### src/rtl/fs_pkg.sv
// Shared definitions for the serial subtractor/recovery datapath:
// the controller state encoding and the default word width.
package fs_pkg;

    localparam int FS_WIDTH = 8;

    typedef enum logic [1:0] {
        IDLE = 2'd0,
        RUN  = 2'd1,
        DONE = 2'd2
    } fs_state_e;

endpackage : fs_pkg

### src/rtl/full_adder_1bit.sv
// Single-bit combinational full adder used as the serial loop's arithmetic cell.
module full_adder_1bit (
    input  logic a,
    input  logic b,
    input  logic cin,
    output logic sum,
    output logic cout
);

    assign sum  = a ^ b ^ cin;
    assign cout = (a & b) | (a & cin) | (b & cin);

endmodule : full_adder_1bit

### src/rtl/serial_minuend_recover.sv
// Bit-serial recovery of the minuend A = D + B (mod 2^WIDTH), LSB first,
// with the carry-out reported as the original subtraction's borrow.
module serial_minuend_recover
    import fs_pkg::*;
#(
    parameter int WIDTH = FS_WIDTH
) (
    input  logic             clk,
    input  logic             rst_n,
    input  logic             in_valid,
    output logic             in_ready,
    input  logic [WIDTH-1:0] diff_in,
    input  logic [WIDTH-1:0] sub_in,
    output logic             out_valid,
    input  logic             out_ready,
    output logic [WIDTH-1:0] minuend_out,
    output logic             carry_out
);

    localparam int              CW       = (WIDTH > 1) ? $clog2(WIDTH) : 1;
    localparam logic [CW-1:0]   CNT_LAST = CW'(WIDTH - 1);

    fs_state_e          state_r;
    fs_state_e          nxt_state_s;
    logic [WIDTH-1:0]   d_sh_r;
    logic [WIDTH-1:0]   b_sh_r;
    logic [WIDTH-1:0]   res_r;
    logic [CW-1:0]      cnt_r;
    logic               carry_r;
    logic [WIDTH-1:0]   minuend_r;
    logic               carry_out_r;
    logic               sum_s;
    logic               cout_s;
    logic               last_bit_s;
    logic               in_ready_s;
    logic               out_valid_s;

    full_adder_1bit u_fa (
        .a    (d_sh_r[0]),
        .b    (b_sh_r[0]),
        .cin  (carry_r),
        .sum  (sum_s),
        .cout (cout_s)
    );

    assign last_bit_s = (cnt_r == CNT_LAST);

    // Controller state register.
    always_ff @(posedge clk or negedge rst_n) begin
        if (!rst_n) begin
            state_r <= IDLE;
        end else begin
            state_r <= nxt_state_s;
        end
    end

    // Next-state decode; handshake flags are pure functions of the state.
    always_comb begin
        nxt_state_s = state_r;
        in_ready_s  = 1'b0;
        out_valid_s = 1'b0;
        case (state_r)
            IDLE: begin
                in_ready_s = 1'b1;
                if (in_valid) begin
                    nxt_state_s = RUN;
                end else begin
                    nxt_state_s = IDLE;
                end
            end
            RUN: begin
                if (last_bit_s) begin
                    nxt_state_s = DONE;
                end else begin
                    nxt_state_s = RUN;
                end
            end
            DONE: begin
                out_valid_s = 1'b1;
                if (out_ready) begin
                    nxt_state_s = IDLE;
                end else begin
                    nxt_state_s = DONE;
                end
            end
            default: begin
                nxt_state_s = IDLE;
            end
        endcase
    end

    // Serial datapath: operand shifters, running carry, bit counter, partial result.
    always_ff @(posedge clk or negedge rst_n) begin
        if (!rst_n) begin
            d_sh_r  <= {WIDTH{1'b0}};
            b_sh_r  <= {WIDTH{1'b0}};
            res_r   <= {WIDTH{1'b0}};
            cnt_r   <= {CW{1'b0}};
            carry_r <= 1'b0;
        end else begin
            case (state_r)
                IDLE: begin
                    if (in_valid) begin
                        d_sh_r  <= diff_in;
                        b_sh_r  <= sub_in;
                        cnt_r   <= {CW{1'b0}};
                        carry_r <= 1'b0;
                    end
                end
                RUN: begin
                    res_r   <= {sum_s, res_r[WIDTH-1:1]};
                    d_sh_r  <= {1'b0, d_sh_r[WIDTH-1:1]};
                    b_sh_r  <= {1'b0, b_sh_r[WIDTH-1:1]};
                    carry_r <= cout_s;
                    cnt_r   <= cnt_r + {{(CW-1){1'b0}}, 1'b1};
                end
                default: begin
                    carry_r <= carry_r;
                end
            endcase
        end
    end

    // Result holding register: only the final shift updates it, so the
    // published word stays stable through DONE and the following IDLE.
    always_ff @(posedge clk or negedge rst_n) begin
        if (!rst_n) begin
            minuend_r   <= {WIDTH{1'b0}};
            carry_out_r <= 1'b0;
        end else if ((state_r == RUN) && last_bit_s) begin
            minuend_r   <= {sum_s, res_r[WIDTH-1:1]};
            carry_out_r <= cout_s;
        end
    end

    assign in_ready    = in_ready_s;
    assign out_valid   = out_valid_s;
    assign minuend_out = minuend_r;
    assign carry_out   = carry_out_r;

endmodule : serial_minuend_recover

### config.mk
export PLATFORM = sky130hd
export DESIGN_NAME = serial_minuend_recover
export DESIGN_NICKNAME = d
export VERILOG_FILES = /design/src/rtl/fs_pkg.sv /design/src/rtl/full_adder_1bit.sv /design/src/rtl/serial_minuend_recover.sv
export SDC_FILE = /design/constraint.sdc
export NUM_CORES = 1
export LEC_CHECK = 0
export BUFFER_PORTS_ARGS = -buffer_cell sky130_fd_sc_hd__buf_2
export CAP_MARGIN = 15
export CORE_MARGIN = 3
export CORE_UTILIZATION = 45
export CTS_CLUSTER_DIAMETER = 60
export CTS_CLUSTER_SIZE = 24
export DETAILED_ROUTE_END_ITERATION = 8
export GPL_ROUTABILITY_DRIVEN = 0
export PLACE_DENSITY = 0.76
export SLEW_MARGIN = 10
export SYNTH_ARGS = -nofsm -noshare
export SYNTH_HDL_FRONTEND = slang
export SYNTH_SLANG_ARGS = --single-unit
### constraint.sdc
create_clock -name clk -period 1.4 [get_ports clk]
set_input_delay 0.07 -clock clk [delete_from_list [all_inputs] [get_ports clk]]
set_output_delay 0.07 -clock clk [all_outputs]
set_load 0.05 [all_outputs]
==> impl.org, run 1 <==
** Placed design
- DP Worst Slack :: -78.2 ps
- Once detailed placement completed, the half-perimeter wirelength came to 2.27 mm.
- After detailed placement, the total cell area comes to 0.00199 sq mm.
- Port Buffers :: 30
- Counting tap cells, the placed design contains a total of 217 instances.

** Synth
- Leading post-synthesis cells by instance count :: dfrtp_1, inv_1, a211oi_1, nor3b_1, nor4b_1
- Post-Synthesis Cell Area :: 0.00174 sq mm
- Mean instance size in the synthesized netlist :: 12.3 sq um
- Area share of the leading cell type in the synthesized netlist :: 54.6%
- Number of flops mapped to enable cells by yosys :: 0
- For this run, the number of Yosys warnings is 0.
- Largest cells by area after synthesis :: dfrtp_1, nor4b_1, mux2_1
- Most used flip-flop cell after synthesis :: dfrtp_1
- Post-synthesis sequential area ratio :: 54.6%
- The most common cell in the synthesized netlist is dfrtp_1.
- Post-synth ARST share :: 100%
- Cell variety after synth :: 27
- Synthesis handed over a netlist of 141 instances.
- The synthesized design contains 38 register bits.
- Cell type with the highest aggregate area in the netlist :: dfrtp_1
- The number of nets in the synthesized netlist is 164.

** Routing
- In this run, the number of DRC markers left after iteration 0 of detailed routing was 26.
- Once detail routing completed, the nets flagged for antenna violations numbered 0.
- Dividing the detail-routed via count by the number of cells gives 5.31.
- Final WL :: 3.32 mm
- The first detailed-routing pass ran for 4 iterations.
- For this block, the via count after detailed routing is 1,206.
- Number of remaining DRC errors :: 0
- After detailed routing, the average wire length per cell comes to 14.6 um.

** Finish
- Cells with a size suffix above 1 make up 34.8% of the layout.
- Once layout is complete, the cells apart from fillers number 227.
- Number of nets in the final layout :: 204
- From synthesis to final layout, the design area changed by 23.7%.
- Total inserted antenna cells :: 0
- Post-route standard cell area excluding fillers :: 0.00215 sq mm
- Fill cell count :: 300
- Final design utilization :: 61.1%

** Power and ir drop
- Total power consumption of the routed design :: 5.04 mW
- LEAKAGE :: 0.988 nW
- Worst IR Drop VDD :: 909 uV
- Cell Pwr Density :: 2340 mW/mm^2

** Outcome
- Violated checks :: negative setup slack
- Outcome :: finished with violations

** STA
- Clock tree skew after final layout :: 5.08 ps
- Slew margin rel. :: 68.6%
- The routed design could run at a clock period as short as 1450 ps.
- Fraction of the cycle the final worst path needs :: 104%
- Worst Hold Margin :: 53.9 ps
- Worst-Margin Slew :: 471 ps
- Setup violations remaining at the end of the flow were counted as 9.
- The number of max-slew violations in the final report is 0.
- Setup repair after global routing missed its margin :: yes
- Final worst slack :: -52.9 ps
- Hold Fails Final Rpt :: 0
- For the final routed database, the setup TNS stands at -322 ps.
- Based on the critical path, the design can be clocked at up to 688 MHz.

** Clock network
- The root buffer cell chosen for the clock tree is clkbuf_8.
- The clock passes through at most 2 buffers.
- In this run, CTS created clock tree buffers numbering 5.
- The later pin in the worst-skew pair is clocked with a latency of 280 ps.
- After clock tree synthesis, the clock-pin slew on the worst setup and hold paths is 70 ps.
- The tree built by TritonCTS fans out to 38 sinks.
- TritonCTS clock tree :: built
- The H-tree was split into 2 levels.

** Floorplanning
- For this configuration, the core starts out at a cell density of 49.4%.
- Die ar. :: 0.00465 sq mm
- From left edge to right edge, the die measures 68.2 um.
- Area inside the core boundary :: 0.00352 sq mm
- The floorplan step set the die height to 68.2 um.
- Ports placed on the boundary :: 31
- After floorplanning, the core was divided into 21 placement rows.

** Critical path
- In this run the worst path has a maximum fanout of 10.
- WP buf/inv :: 1
- Startpoint-to-endpoint class of the critical path :: reg -> reg
- On the worst path, the slowest cell contributes a delay of 410 ps.
- Reg-to-reg slack, setup :: -50 ps
- The cell family contributing the most delay on the critical path is flip-flops.
- Worst Setup Start Kind :: flop
- Counting stages on the worst path, the most repeated cell is ha_4.
- Data required time at the worst endpoint :: 1560 ps
- List of cells traversed by the critical path :: ha_4 -> ha_4 -> nand3b_1 -> buf_12 -> mux2_1
- Crit path DAT :: 1610 ps
- The worst setup path is captured at a flop.
- Cell with the largest stage delay on the worst path :: dfrtp_1

** Global routing
- Global routing met2 resource utilization :: 26.4%
- Vias in the first global route :: 1,246
- Global routing consumed, over all layers together, 16.7% of the routing resources.
- For this run, global-route usage on met3 was measured as 6.40%.
- Wire length of the first global-routing pass :: 5.58 mm
- Pin count of the biggest net entering global routing :: 23
- Aggregate global routing overflow :: 0
- Met1 usage :: 21.1%
- Busiest metal layer after global routing :: met2
- The initial antenna violation count is 0.

** Min path
- The min-delay analysis places its worst path in the category in -> reg.

** Flow run
- Count of max-cap constraint violations :: 0
[final timing paths]
check	from	end	depth (start not counted)
max in group asynchronous	rst_n	state_r[0]	3
worst max register to register	cnt_r[1]	minuend_out[6]	5
min in group asynchronous	rst_n	minuend_out[3]	2
worst max-delay path	cnt_r[1]	minuend_out[6]	5
worst min register to register	minuend_out[3]	minuend_out[3]	1
worst min-delay path	sub_in[7]	b_sh_r[7]	2
[layout make-up]
cell class / count / area, sq um / share of cell area, %
well taps: 46 / 57.6 / 2.67
multi-input cells: 76 / 722 / 33.5
clock buffers: 7 / 76.3 / 3.55
flip-flops and latches: 38 / 951 / 44.2
repair buffers: 44 / 285 / 13.3
inverters: 16 / 60.1 / 2.79
[kinds of logic (layout without fill, tap and decap cells)]
family / Yosys count / after routing / synth area share, %
DFF: 38 / 38 / 54.6
and+or+nand+nor: 34 / 34 / 15.2
buffers and inverters: 27 / 67 / 6.83
AOI/OAI and AO/OA: 22 / 22 / 9.78
muxes: 17 / 17 / 11.0
adders and majority gates: 3 / 3 / 2.59
[sequential cells by signal (all words and copies together), names as in the netlist]
signal	flops
state_r	2
carry_r	1
minuend_out	8
b_sh_r	8
carry_out	1
d_sh_r	8
cnt_r	3
res_r	7
[cells in the final DEF (no fill, tap or decap), drive strengths merged]
cell         synthesis  final
and2b                1      1
a22o                 3      3
ha                   2      2
a21oi                1      1
o21ai                1      1
dlygate4sd3          0      2
nand4bb              1      1
a32o                 1      1
buf                  7     42
nor4b               13     13
a222oi               1      1
fa                   1      1
nor2b                1      1
dfrtp               38     38
clkbuf               4      7
o311ai               1      1
o21bai               1      1
nor3b               13     13
nand3b               1      1
mux2                17     17
nand2b               2      2
a211oi              13     13
nor2                 1      1
inv                 16     16
nand2                1      1
[repair_timing]
item | in CTS | in global routing
gates resized for setup | 7 | 7
hold endpoints to repair | 21 | 0
setup buffers | 1 | 0
endpoints found under the setup margin | 11 | 11
hold buffers | 2 | 0
[where the power goes]
part | switching (mW) | internal (mW) | total [mW]
Clock | 0.336 | 0.342 | 0.678
Sequential | 0.326 | 1.64 | 1.97
Combinational | 1.31 | 1.08 | 2.39
Total | 1.98 | 3.06 | 5.04
[worst register-to-register path, delay by kind of cell, from the launching register on]
kind                       cells  cell delay, ps
DFF                            1             410
muxes                          1             320
and+or+nand+nor                1             120
buffers and inverters          1             150
adders and majority gates      2             330
[layer usage]
layer | vias to the layer above | routed length, um
li1 | 585 | -
met1 | 591 | 1530
met2 | 28 | 1600
met3 | 2 | 169
met4 | 0 | 13
met5 | - | 0
(Power assumes the default switching activity.)
==> run 2, diff against run 1 <==
--- a/config.mk
+++ b/config.mk
@@ -8,13 +8,14 @@
 export BUFFER_PORTS_ARGS = -buffer_cell sky130_fd_sc_hd__buf_2
 export CAP_MARGIN = 15
 export CORE_MARGIN = 3
-export CORE_UTILIZATION = 45
+export CORE_UTILIZATION = 49
 export CTS_CLUSTER_DIAMETER = 60
 export CTS_CLUSTER_SIZE = 24
 export DETAILED_ROUTE_END_ITERATION = 8
 export GPL_ROUTABILITY_DRIVEN = 0
-export PLACE_DENSITY = 0.76
+export PLACE_DENSITY = 0.81
 export SLEW_MARGIN = 10
 export SYNTH_ARGS = -nofsm -noshare
 export SYNTH_HDL_FRONTEND = slang
+export SYNTH_HIERARCHICAL = 1
 export SYNTH_SLANG_ARGS = --single-unit
==> run 2 against run 1 <==
  * The flow now finishes without violations
  * Highest routed layer unchanged
  * Clock skew is 7.4 ps higher
  * Final area is 6.5% lower
  * Wire length is 6.5% higher
  * Cell count is 2.6% higher
  * Sequential share of layout area is 3.1 points higher
  * First-iteration DRC count is 77% higher
  * Area after synthesis is 3.2% lower
==> impl.org, run 2 <==
** STA
- At the pin with the least slew margin, the transition time is 475 ps.
- Across all setup checks in the final design, the least slack found is 78.5 ps.
- The number of max-slew violations in the final report is 0.
- Fraction of the cycle the final worst path needs :: 94.4%
- Tmin final :: 1320 ps
- Clock tree skew after final layout :: 12.4 ps
- Setup-violating endpoint count in the final report :: 0
- Slew margin rel. :: 68.3%
- Highest clock rate :: 757 MHz
- Setup repair after global routing left no endpoint under its margin.
- Hold Fails Final Rpt :: 0
- Across all hold checks on the routed design, the worst slack comes to 12.7 ps.

** Synth
- The commonest cells after synthesis are dfrtp_1, o22ai_1, nand2_1.
- Synthesis handed over a netlist of 149 instances.
- Area share of the leading cell type in the synthesized netlist :: 56.4%
- For this run, the leading register cell type out of synthesis is dfrtp_1.
- Post-synthesis sequential area ratio :: 56.4%
- After synthesis the netlist holds a flip-flop and latch count of 38.
- After synthesis, the cell types taking the most area are dfrtp_1, o22ai_1, mux2_4.
- Post-synth ARST share :: 100%
- Cell with the most instances after synthesis :: dfrtp_1
- The number of nets in the synthesized netlist is 172.
- The mapped netlist covers 0.00169 sq mm.
- Counting distinct cell types in the post-synthesis netlist gives 21.
- Number of flops mapped to enable cells by yosys :: 0
- Mean instance size in the synthesized netlist :: 11.3 sq um
- During synthesis, Yosys emitted a total of 6 warnings.
- The largest total area in the synthesized netlist belongs to dfrtp_1.

** Critical path
- The worst register-to-register path begins at cnt_r[0].
- Critical Path Fanout Max :: 5
- In this run the critical register-to-register path is captured at minuend_out[0].
- Crit path DAT :: 1570 ps
- Across all register-to-register paths, the minimum setup slack is 80 ps.
- The worst setup path is of the reg -> reg kind.
- STA classifies the critical path startpoint as a flop.
- Data on the critical path is required at its endpoint by 1650 ps.
- STA classifies the critical path endpoint as a flop.
- The number of cells on the worst reg-to-reg path is 4.

** Global routing
- The number of global-route vias before repair is 1,288.
- Wire length of the first global-routing pass :: 6.14 mm
- Summed over all layers, the global routing overflow is 0.
- In the global route stage, overall resource usage came out at 19.6%.
- Number of antenna violations at the first check in global routing :: 0
- Entering global routing, the biggest net connects 39 pins.

** Routing
- The detailed router placed 1,317 vias in this run.
- Once detail routing completed, the nets flagged for antenna violations numbered 0.
- Number of vias per cell :: 5.65
- Met2 wirelength from detailed routing :: 1.70 mm
- DRT Pass-1 Iters :: 4
- Highest metal layer with signal wires :: met4
- Number of remaining DRC errors :: 0
- First-iteration detailed-routing DRC count :: 46
- After detailed routing, the met3 layer carries 216 um of wire.
- For this block, wires on met1 add up to 1.54 mm.
- Wire length per cell after detailed routing :: 15.1 um
- After detailed routing, the total wire length is 3.53 mm.

** Placed design
- In this run the tool buffered the top-level ports with 30 buffer cells.
- DP Worst Slack :: -15.8 ps
- DP HPWL :: 2.29 mm

** Floorplanning
- Measured along the y axis, the die boundary spans 64.6 um.
- Once the floorplan was initialized, standard cells occupied 53.0% of the core.
- The die covers 0.00418 sq mm.
- Count of standard-cell rows :: 20
- Area inside the core boundary :: 0.00318 sq mm
- The floorplan step set the die width to 64.6 um.
- 31 I/O pins were placed.

** Finish
- In the final layout, the share of cells above drive strength 1 is 31.2%.
- Total inserted antenna cells :: 0
- Number of nets in the final layout :: 212
- Fill cell count :: 280
- Most common cell after layout, fill and taps aside :: dfrtp_1
- The library cells used most frequently in the layout, excluding fill and tap cells, are dfrtp_1, o22ai_1, buf_2.
- Area delta synth->final :: 19.4%

** Clock network
- Source-to-sink clock delay at the later pin of the worst-skew pair :: 360 ps
- No sink is reached through more buffers than the 2 on the longest clock path.
- Sinks on the clock net :: 38
- TritonCTS clock tree :: built
- Clock tree synthesis selected as its root buffer the cell clkbuf_4.
- TritonCTS buffer count :: 5
- CTS built an H-tree with a depth of 2.
- CTS clk-pin slew, worst paths :: 110 ps

** Outcome
- The run finished with clean final reports.

** Min path
- Worst hold path type :: in -> reg
- The path with the worst hold slack has its endpoint at b_sh_r[4].
- The startpoint identified for the worst hold timing path is sub_in[4].
- The worst hold path was traced through 3 stages.

** Power and ir drop
- Power spread over the standard cell area amounts to 2330 mW/mm^2.
- For this design the static power due to leakage is 0.971 nW.
- IR analysis of the VDD net gives a maximum drop of 981 uV.

** Flow run
- Count of max-cap constraint violations :: 0
## run 2: what timing repair did
item / in CTS / in global routing
endpoints found under the setup margin: 10 / 11
cloned: 1 / 0
hold buffers: 6 / 0
resized for setup: 3 / 6
pin swaps: 1 / 1
buffers inserted: 0 / 1
hold endpoints to repair: 43 / 0
## run 2: kinds of logic after synthesis
logic type / Yosys count / synth area share [%]
AO/OA/AOI/OAI: 54 / 18.9
flip-flops: 38 / 56.4
AND/OR/NAND/NOR: 33 / 9.87
buffers and inverters: 12 / 4.08
multiplexers: 9 / 8.02
adder cells (fa/ha/maj): 3 / 2.67
## run 2: cell type report
type | instances | area [sq um] | area share [%]
inverters | 2 | 7.51 | 0.373
well taps | 44 | 55.1 | 2.74
repair buffers | 42 | 260 | 12.9
multi-input cells | 100 | 692 | 34.4
flip-flops and latches | 38 | 952 | 47.3
clock buffers | 7 | 45.0 | 2.24
## run 2: routing by layer
layer  global-route usage, %  vias up
met1                    25.0      640
met5                       0        -
met3                    4.85        7
met4                    9.50        0
li1                        -      623
met2                    31.2       47
## run 2: how the worst max path moves through the flow
stage / start / endpoint / cells after the start
after floorplan: state_r[1] / out_valid / 4
after global placement: cnt_r[0] / minuend_out[6] / 4
after detailed placement: cnt_r[0] / minuend_out[5] / 4
after CTS: cnt_r[0] / minuend_out[0] / 4
after global routing: state_r[0] / out_valid / 3
final: cnt_r[0] / minuend_out[0] / 4
## run 2: stage by stage
stage	setup TNS [ps]	total power [mW]	util [%]	instances	cell area (sq um)
2_1_floorplan	0	3.58	-	149	1690
3_3_place_gp	0	3.96	58.7	218	1870
3_5_place_dp	-120	4.07	58.7	218	1870
4_1_cts	0	4.67	62.5	232	1990
5_1_grt	0	5.05	63.3	233	2010
6_report	0	4.69	63.3	233	2010
## run 2: power breakdown
| part | internal [mW] | total, mW | switching, mW |
|---|---|---|---|
| logic | 0.889 | 2.18 | 1.29 |
| clock network | 0.189 | 0.539 | 0.350 |
| registers | 1.60 | 1.97 | 0.371 |
## run 2: critical path, cell delays in order, from the launching register on
cell,delay (ps)
dfrtp_1,400
ha_2,200
ha_4,180
nand2_4,110
mux2_4,310
